===== src/rtl/lm_sm_pkg.sv =====
// Shared constants for the LM/SM multi-register load/store sequencer.
// Latency: n/a (declarations only).
// Backpressure: n/a.
package lm_sm_pkg;

    localparam int MASK_W = 8;
    localparam int ADDR_W = 16;
    localparam int IDX_W  = 3;

    localparam logic [3:0] OPC_LM = 4'b0110;
    localparam logic [3:0] OPC_SM = 4'b0111;

    typedef enum logic [1:0] {
        ST_IDLE   = 2'b00,
        ST_RUN    = 2'b01,
        ST_FINISH = 2'b10
    } state_t;

    function automatic logic is_lm_sm(input logic [3:0] opc);
        return (opc == OPC_LM) || (opc == OPC_SM);
    endfunction

endpackage


===== src/rtl/lm_sm_pri_enc.sv =====
// Lowest-set-bit priority encoder over the remaining register mask.
// Latency: purely combinational.
// Backpressure: none.
// Ports: mask in; idx = index of lowest set bit (0 when mask is 0); any_set = |mask.
module lm_sm_pri_enc
    import lm_sm_pkg::*;
(
    input  logic [MASK_W-1:0] mask,
    output logic [IDX_W-1:0]  idx,
    output logic              any_set
);

    // Scanning from the top down lets the lowest set bit win the last assignment.
    always_comb begin
        idx     = '0;
        any_set = |mask;
        for (int i = MASK_W - 1; i >= 0; i--) begin
            if (mask[i]) begin
                idx = IDX_W'(i);
            end
        end
    end

endmodule


===== src/rtl/lm_sm_sequencer.sv =====
// LM/SM sequencer: expands one multi-register load/store into per-register micro-ops.
// Latency: first micro-op the cycle after start accept; k-bit mask -> k RUN cycles + 1 FINISH.
// Backpressure: micro-op held stable while uop_ready is low; fetch/decode stalled throughout.
// Ports: clk/rst (async active-low); start_valid/inst_word/base_addr from decode;
//        uop_* to the memory stage; flush squashes; done pulses on completion.
// Optional: define LM_SM_PERF_CNT_EN to add the uop_count accepted-micro-op counter.
module lm_sm_sequencer
    import lm_sm_pkg::*;
(
    input  logic              clk,
    input  logic              rst,
    input  logic              start_valid,
    input  logic [15:0]       inst_word,
    input  logic [ADDR_W-1:0] base_addr,
    input  logic              uop_ready,
    input  logic              flush,
    output logic              start_ready,
    output logic              stall_out,
    output logic              uop_valid,
    output logic              uop_is_load,
    output logic [IDX_W-1:0]  uop_reg,
    output logic [ADDR_W-1:0] uop_addr,
    output logic              done
`ifdef LM_SM_PERF_CNT_EN
    ,
    output logic [ADDR_W-1:0] uop_count
`endif
);

    state_t              state_q, state_d;
    logic [MASK_W-1:0]   mask_q, mask_d;
    logic [ADDR_W-1:0]   addr_q, addr_d;
    logic                is_load_q, is_load_d;

    logic [IDX_W-1:0]    low_idx;
    logic                low_any;
    logic [MASK_W-1:0]   low_onehot;
    logic [MASK_W-1:0]   mask_after;
    logic                start_acc;
    logic                uop_fire;
    logic                unused_inst_bits;

    // Bits [11:8] carry no meaning for LM/SM here.
    assign unused_inst_bits = ^{inst_word[11:8], low_any};

    lm_sm_pri_enc u_pri_enc (
        .mask    (mask_q),
        .idx     (low_idx),
        .any_set (low_any)
    );

    assign start_acc = (state_q == ST_IDLE) && start_valid
                       && is_lm_sm(inst_word[15:12]) && !flush;
    assign uop_fire  = (state_q == ST_RUN) && uop_ready;

    always_comb begin
        low_onehot          = '0;
        low_onehot[low_idx] = 1'b1;
        mask_after          = mask_q & ~low_onehot;
    end

    always_comb begin
        state_d     = state_q;
        mask_d      = mask_q;
        addr_d      = addr_q;
        is_load_d   = is_load_q;
        start_ready = 1'b0;
        stall_out   = 1'b0;
        uop_valid   = 1'b0;
        uop_is_load = 1'b0;
        uop_reg     = '0;
        uop_addr    = '0;
        done        = 1'b0;

        case (state_q)
            ST_IDLE: begin
                start_ready = 1'b1;
                if (start_acc) begin
                    stall_out = 1'b1;
                    mask_d    = inst_word[MASK_W-1:0];
                    addr_d    = base_addr;
                    is_load_d = (inst_word[15:12] == OPC_LM);
                    state_d   = (|inst_word[MASK_W-1:0]) ? ST_RUN : ST_FINISH;
                end
            end
            ST_RUN: begin
                stall_out   = 1'b1;
                uop_valid   = 1'b1;
                uop_is_load = is_load_q;
                uop_reg     = low_idx;
                uop_addr    = addr_q;
                if (uop_fire) begin
                    mask_d = mask_after;
                    addr_d = addr_q + 1'b1;
                    if (mask_after == '0) begin
                        state_d = ST_FINISH;
                    end
                end
            end
            ST_FINISH: begin
                stall_out = 1'b1;
                done      = !flush;
                state_d   = ST_IDLE;
            end
            default: begin
                state_d = ST_IDLE;
            end
        endcase

        // Squash wins over every other transition.
        if (flush) begin
            state_d = ST_IDLE;
            mask_d  = '0;
        end
    end

    always_ff @(posedge clk or negedge rst) begin
        if (!rst) begin
            state_q   <= ST_IDLE;
            mask_q    <= '0;
            addr_q    <= '0;
            is_load_q <= 1'b0;
        end else begin
            state_q   <= state_d;
            mask_q    <= mask_d;
            addr_q    <= addr_d;
            is_load_q <= is_load_d;
        end
    end

`ifdef LM_SM_PERF_CNT_EN
    logic [ADDR_W-1:0] uop_count_q, uop_count_d;

    // A handshake squashed by flush is not counted as accepted.
    always_comb begin
        uop_count_d = uop_count_q;
        if (uop_fire && !flush) begin
            uop_count_d = uop_count_q + 1'b1;
        end
    end

    always_ff @(posedge clk or negedge rst) begin
        if (!rst) begin
            uop_count_q <= '0;
        end else begin
            uop_count_q <= uop_count_d;
        end
    end

    assign uop_count = uop_count_q;
`endif

endmodule


===== config.mk =====
export PLATFORM = sky130hd
export DESIGN_NAME = lm_sm_sequencer
export DESIGN_NICKNAME = d
export VERILOG_FILES = /design/src/rtl/lm_sm_pkg.sv /design/src/rtl/lm_sm_pri_enc.sv /design/src/rtl/lm_sm_sequencer.sv
export SDC_FILE = /design/constraint.sdc
export NUM_CORES = 1
export LEC_CHECK = 0
export CORE_ASPECT_RATIO = 0.8
export CORE_MARGIN = 2
export CORE_UTILIZATION = 30
export CTS_CLUSTER_DIAMETER = 40
export DETAILED_ROUTE_END_ITERATION = 7
export SETUP_SLACK_MARGIN = 0.1
export SLEW_MARGIN = 0
export SYNTH_ARGS = -nofsm -noshare
export SYNTH_HDL_FRONTEND = slang
export SYNTH_SLANG_ARGS = --single-unit

===== constraint.sdc =====
create_clock -name clk -period 2.7 [get_ports clk]
set_clock_uncertainty 0.15 [all_clocks]
set_input_delay 0.54 -clock clk [delete_from_list [all_inputs] [get_ports clk]]
set_output_delay 0.54 -clock clk [all_outputs]
set_load 0.05 [all_outputs]

==> flow_summary.toml <==
[synthesis]
async_reset_ff_share_pct = 100.0
syn-cell-area_um2 = 1874
yosys_warnings = 0
avgSynthCellArea_um2 = 8.010
syn-num-nets = 276
synth-edff-count = 0
ys.flop_type = "dfrtp_1"
synthDistinctLibCells = 44
synth_seq_cells = 27
syn-instance-count = 234
ys_seq_area_share_pct = 36.05

[sta]
final_hold_viol_count = 0
fin_crit_ns = 2.489
maxSlewViolCount = 0
final.period_utilization_pct = 92.18
finalSetupViolations = 0
worst_slew_pin_slew_ns = 0.6442
rsz0062_at_grt = "no"
max_freq_mhz = 401.8
maxSlewHeadroom_pct = 56.66
setup_tns_ns = 0

[clock_tree]
ctsHoldBuffers = 0
clock_path_buffers = 2
root_buffer = "clkbuf_8"
htree_levels = 1
cts_tree = "built"
cts_sinks = 27
insertion_delay_ns = 0.27
cts_made_buffers = 3
clk_pin_slew_ns = 0.09

[route]
routed_wl_um = 5277
first_pass_iters = 4
ant_nets = 0
wl_per_cell_um = 14.30
vias = 1967
drtIter0Drc = 111
vias_per_cell = 5.331
drc = 0

[layout]
regArea_um2 = 675.6
layout-drive-gt1-share_pct = 14.93
final_net_count = 331
fillers = 580
area_growth_pct = 51.60
antenna_cells = 0
stdcell_area_um2 = 2841
multi_input_area_um2 = 1170

[pwr]
total_power_w = 0.001458
peakVddDrop_uv = 249.3
p_leak_nw = 1.106
p_per_area_nw_per_um2 = 513.1

[die]
die_area_um2 = 6900
die_y_um = 74.70
core.rowCount = 25
coreArea_um2 = 5974
ios = 61
start_util_pct = 31.37
die_width_um = 92.37

[run]
maxCapViolCount = 0

[global_route]
antenna_found_initial = 0
grt_pass1_wl_um = 9066
grt.total_usage_pct = 16.25
grt.overflow.total = 0
grt_pass1_vias = 1860
grt_max_degree = 28

[setup_path]
worstSetupPathType = "in -> out"
cp_cell_sequence = "clkdlybuf4s50_1 > nand4b_1 > nor2_2 > nor2_1 > nor2_2 > buf_12"
cpMostUsedCell = "nor2_2"
slowest_delay_ns = 0.48
critPathArrivalTime_ns = 1.80
cp-start-kind = "input pin"
critPathBufInv = 2
crit_required_ns = 2.01
cp_top_family = "buffers and inverters"
slowest_stage = "clkdlybuf4s50_1"
path_max_fanout = 5
endpoint_kind = "output port"

[status]
status = "finished, final reports clean"

[placement]
port_buffers = 56
hpwl_um = 3967
placed_area_um2 = 2786
gp_congestion = 0.8622

[min_path]
hp-class = "reg -> reg"
## cell usage after synthesis (2+ instances only)
master | n | area share, %
or2_2 | 2 | 0.67
and3_1 | 3 | 1.0
nand2_1 | 17 | 3.4
o2bb2ai_1 | 2 | 0.93
nand2b_1 | 2 | 0.67
a22o_1 | 5 | 2.3
a32oi_1 | 2 | 0.93
dfrtp_1 | 27 | 36
or3_1 | 2 | 0.67
a21oi_1 | 16 | 4.3
ha_1 | 5 | 3.3
nor2b_1 | 3 | 1.0
nor3_1 | 5 | 1.3
nor2_1 | 28 | 5.6
o31ai_1 | 10 | 4.0
buf_2 | 2 | 0.53
o21a_1 | 2 | 0.80
nand4_1 | 8 | 2.7
o21ai_0 | 24 | 6.4
clkbuf_1 | 10 | 2.0
o22ai_1 | 4 | 1.3
a31oi_1 | 3 | 1.0
a211oi_1 | 2 | 0.80
and2_1 | 18 | 6.0
a22oi_1 | 2 | 0.80
nor4_1 | 3 | 1.0
mux2i_1 | 2 | 1.1
inv_1 | 7 | 1.4
nand3_1 | 3 | 0.80
## cell families (layout without fill, tap and decap cells)
family | after synthesis | after routing | share of synthesized area, %
muxes | 3 | 3 | 1.669
and+or+nand+nor | 98 | 98 | 26.70
AOI/OAI and AO/OA | 81 | 81 | 27.77
adders and majority gates | 6 | 6 | 3.872
DFF | 27 | 27 | 36.05
buffers and inverters | 19 | 73 | 3.939
## per-layer routing
metal,vias up,global-route usage [%],share of wire [%]
met5,-,0,0
met4,0,3.317,0.97
met3,6,3.203,4.8
met2,50,25.55,45
met1,942,23.56,49
li1,969,-,-
## where the power goes
| part | internal [W] | leakage (nW) | switching, W |
|---|---|---|---|
| combinational | 0.000248 | 0.753 | 0.000293 |
| sequential | 0.000521 | 0.327 | 0.000163 |
| clock | 0.000104 | 0.0255 | 0.000129 |
## final timing paths
path,from,to,slack (ns),depth (start not counted)
setup reg to reg,state_q[1]$_DFFE_PN0P_,addr_q[15]$_DFFE_PN0P_,0.42,7
hold / removal,addr_q[14]$_DFFE_PN0P_,addr_q[14]$_DFFE_PN0P_,0.36,1
min in group asynchronous,rst,state_q[1]$_DFFE_PN0P_,0.48,2
setup / recovery,start_valid,stall_out,0.21,6
max in group asynchronous,rst,addr_q[10]$_DFFE_PN0P_,1.66,2
hold reg to reg,addr_q[14]$_DFFE_PN0P_,addr_q[14]$_DFFE_PN0P_,0.36,1
## registers in the layout, summed over array words and instances (netlist names)
| name | count |
|---|---|
| is_load_q | 1 |
| state_q | 2 |
| addr_q | 16 |
| mask_q | 8 |
## worst register-to-register path, cell delays in order (launching register included)
cell	delay, ns
dfrtp_1	0.41
inv_1	0.13
ha_4	0.25
nand3_1	0.17
nor4_1	0.59
a21oi_1	0.14
o21ai_0	0.21
o31ai_1	0.11
## metrics by stage
step	hold WS, ns	utilization (%)	setup slack, ns	instances
2_1_floorplan	0.09441	-	0.01395	234
3_3_place_gp	0.3150	46.64	0.2127	364
3_5_place_dp	0.3465	46.64	0.1877	364
4_1_cts	0.3594	47.52	0.1921	369
5_1_grt	0.3781	47.56	0.1022	369
6_report	0.3583	47.56	0.2110	369
## layout make-up
cell class                      count  share of cell area [%]
Clock buffer                        3                   1.453
Clock inverter                      1                  0.1761
Inverter                            7                  0.9247
Multi-Input combinational cell    188                   41.17
Sequential cell                    27                   23.78
Tap cell                           81                   3.567
Timing Repair Buffer               62                   28.93
## placed cells by master (no fill, tap or decap), types with 3 or more instances in the layout
master           instances
o21ai_0                 24
ha_1                     4
clkbuf_8                 3
clkdlybuf4s50_1         32
nand2_1                 17
and3_1                   3
nor2b_1                  3
nor3_1                   4
a21oi_1                 15
nor2_1                  26
nand4_1                  8
nor4_1                   3
buf_12                  22
a31oi_1                  3
and2_1                  18
buf_4                    7
a22o_1                   5
inv_1                    7
dfrtp_1                 27
nand3_1                  3
o22ai_1                  4
o31ai_1                 10
## repair_timing
item,4_1_cts,5_1_grt
gates resized for setup,1,1
buffers inserted,1,0
cloned,0,0
endpoints found under the setup margin,2,1
Power figures use the tool's default switching activity.
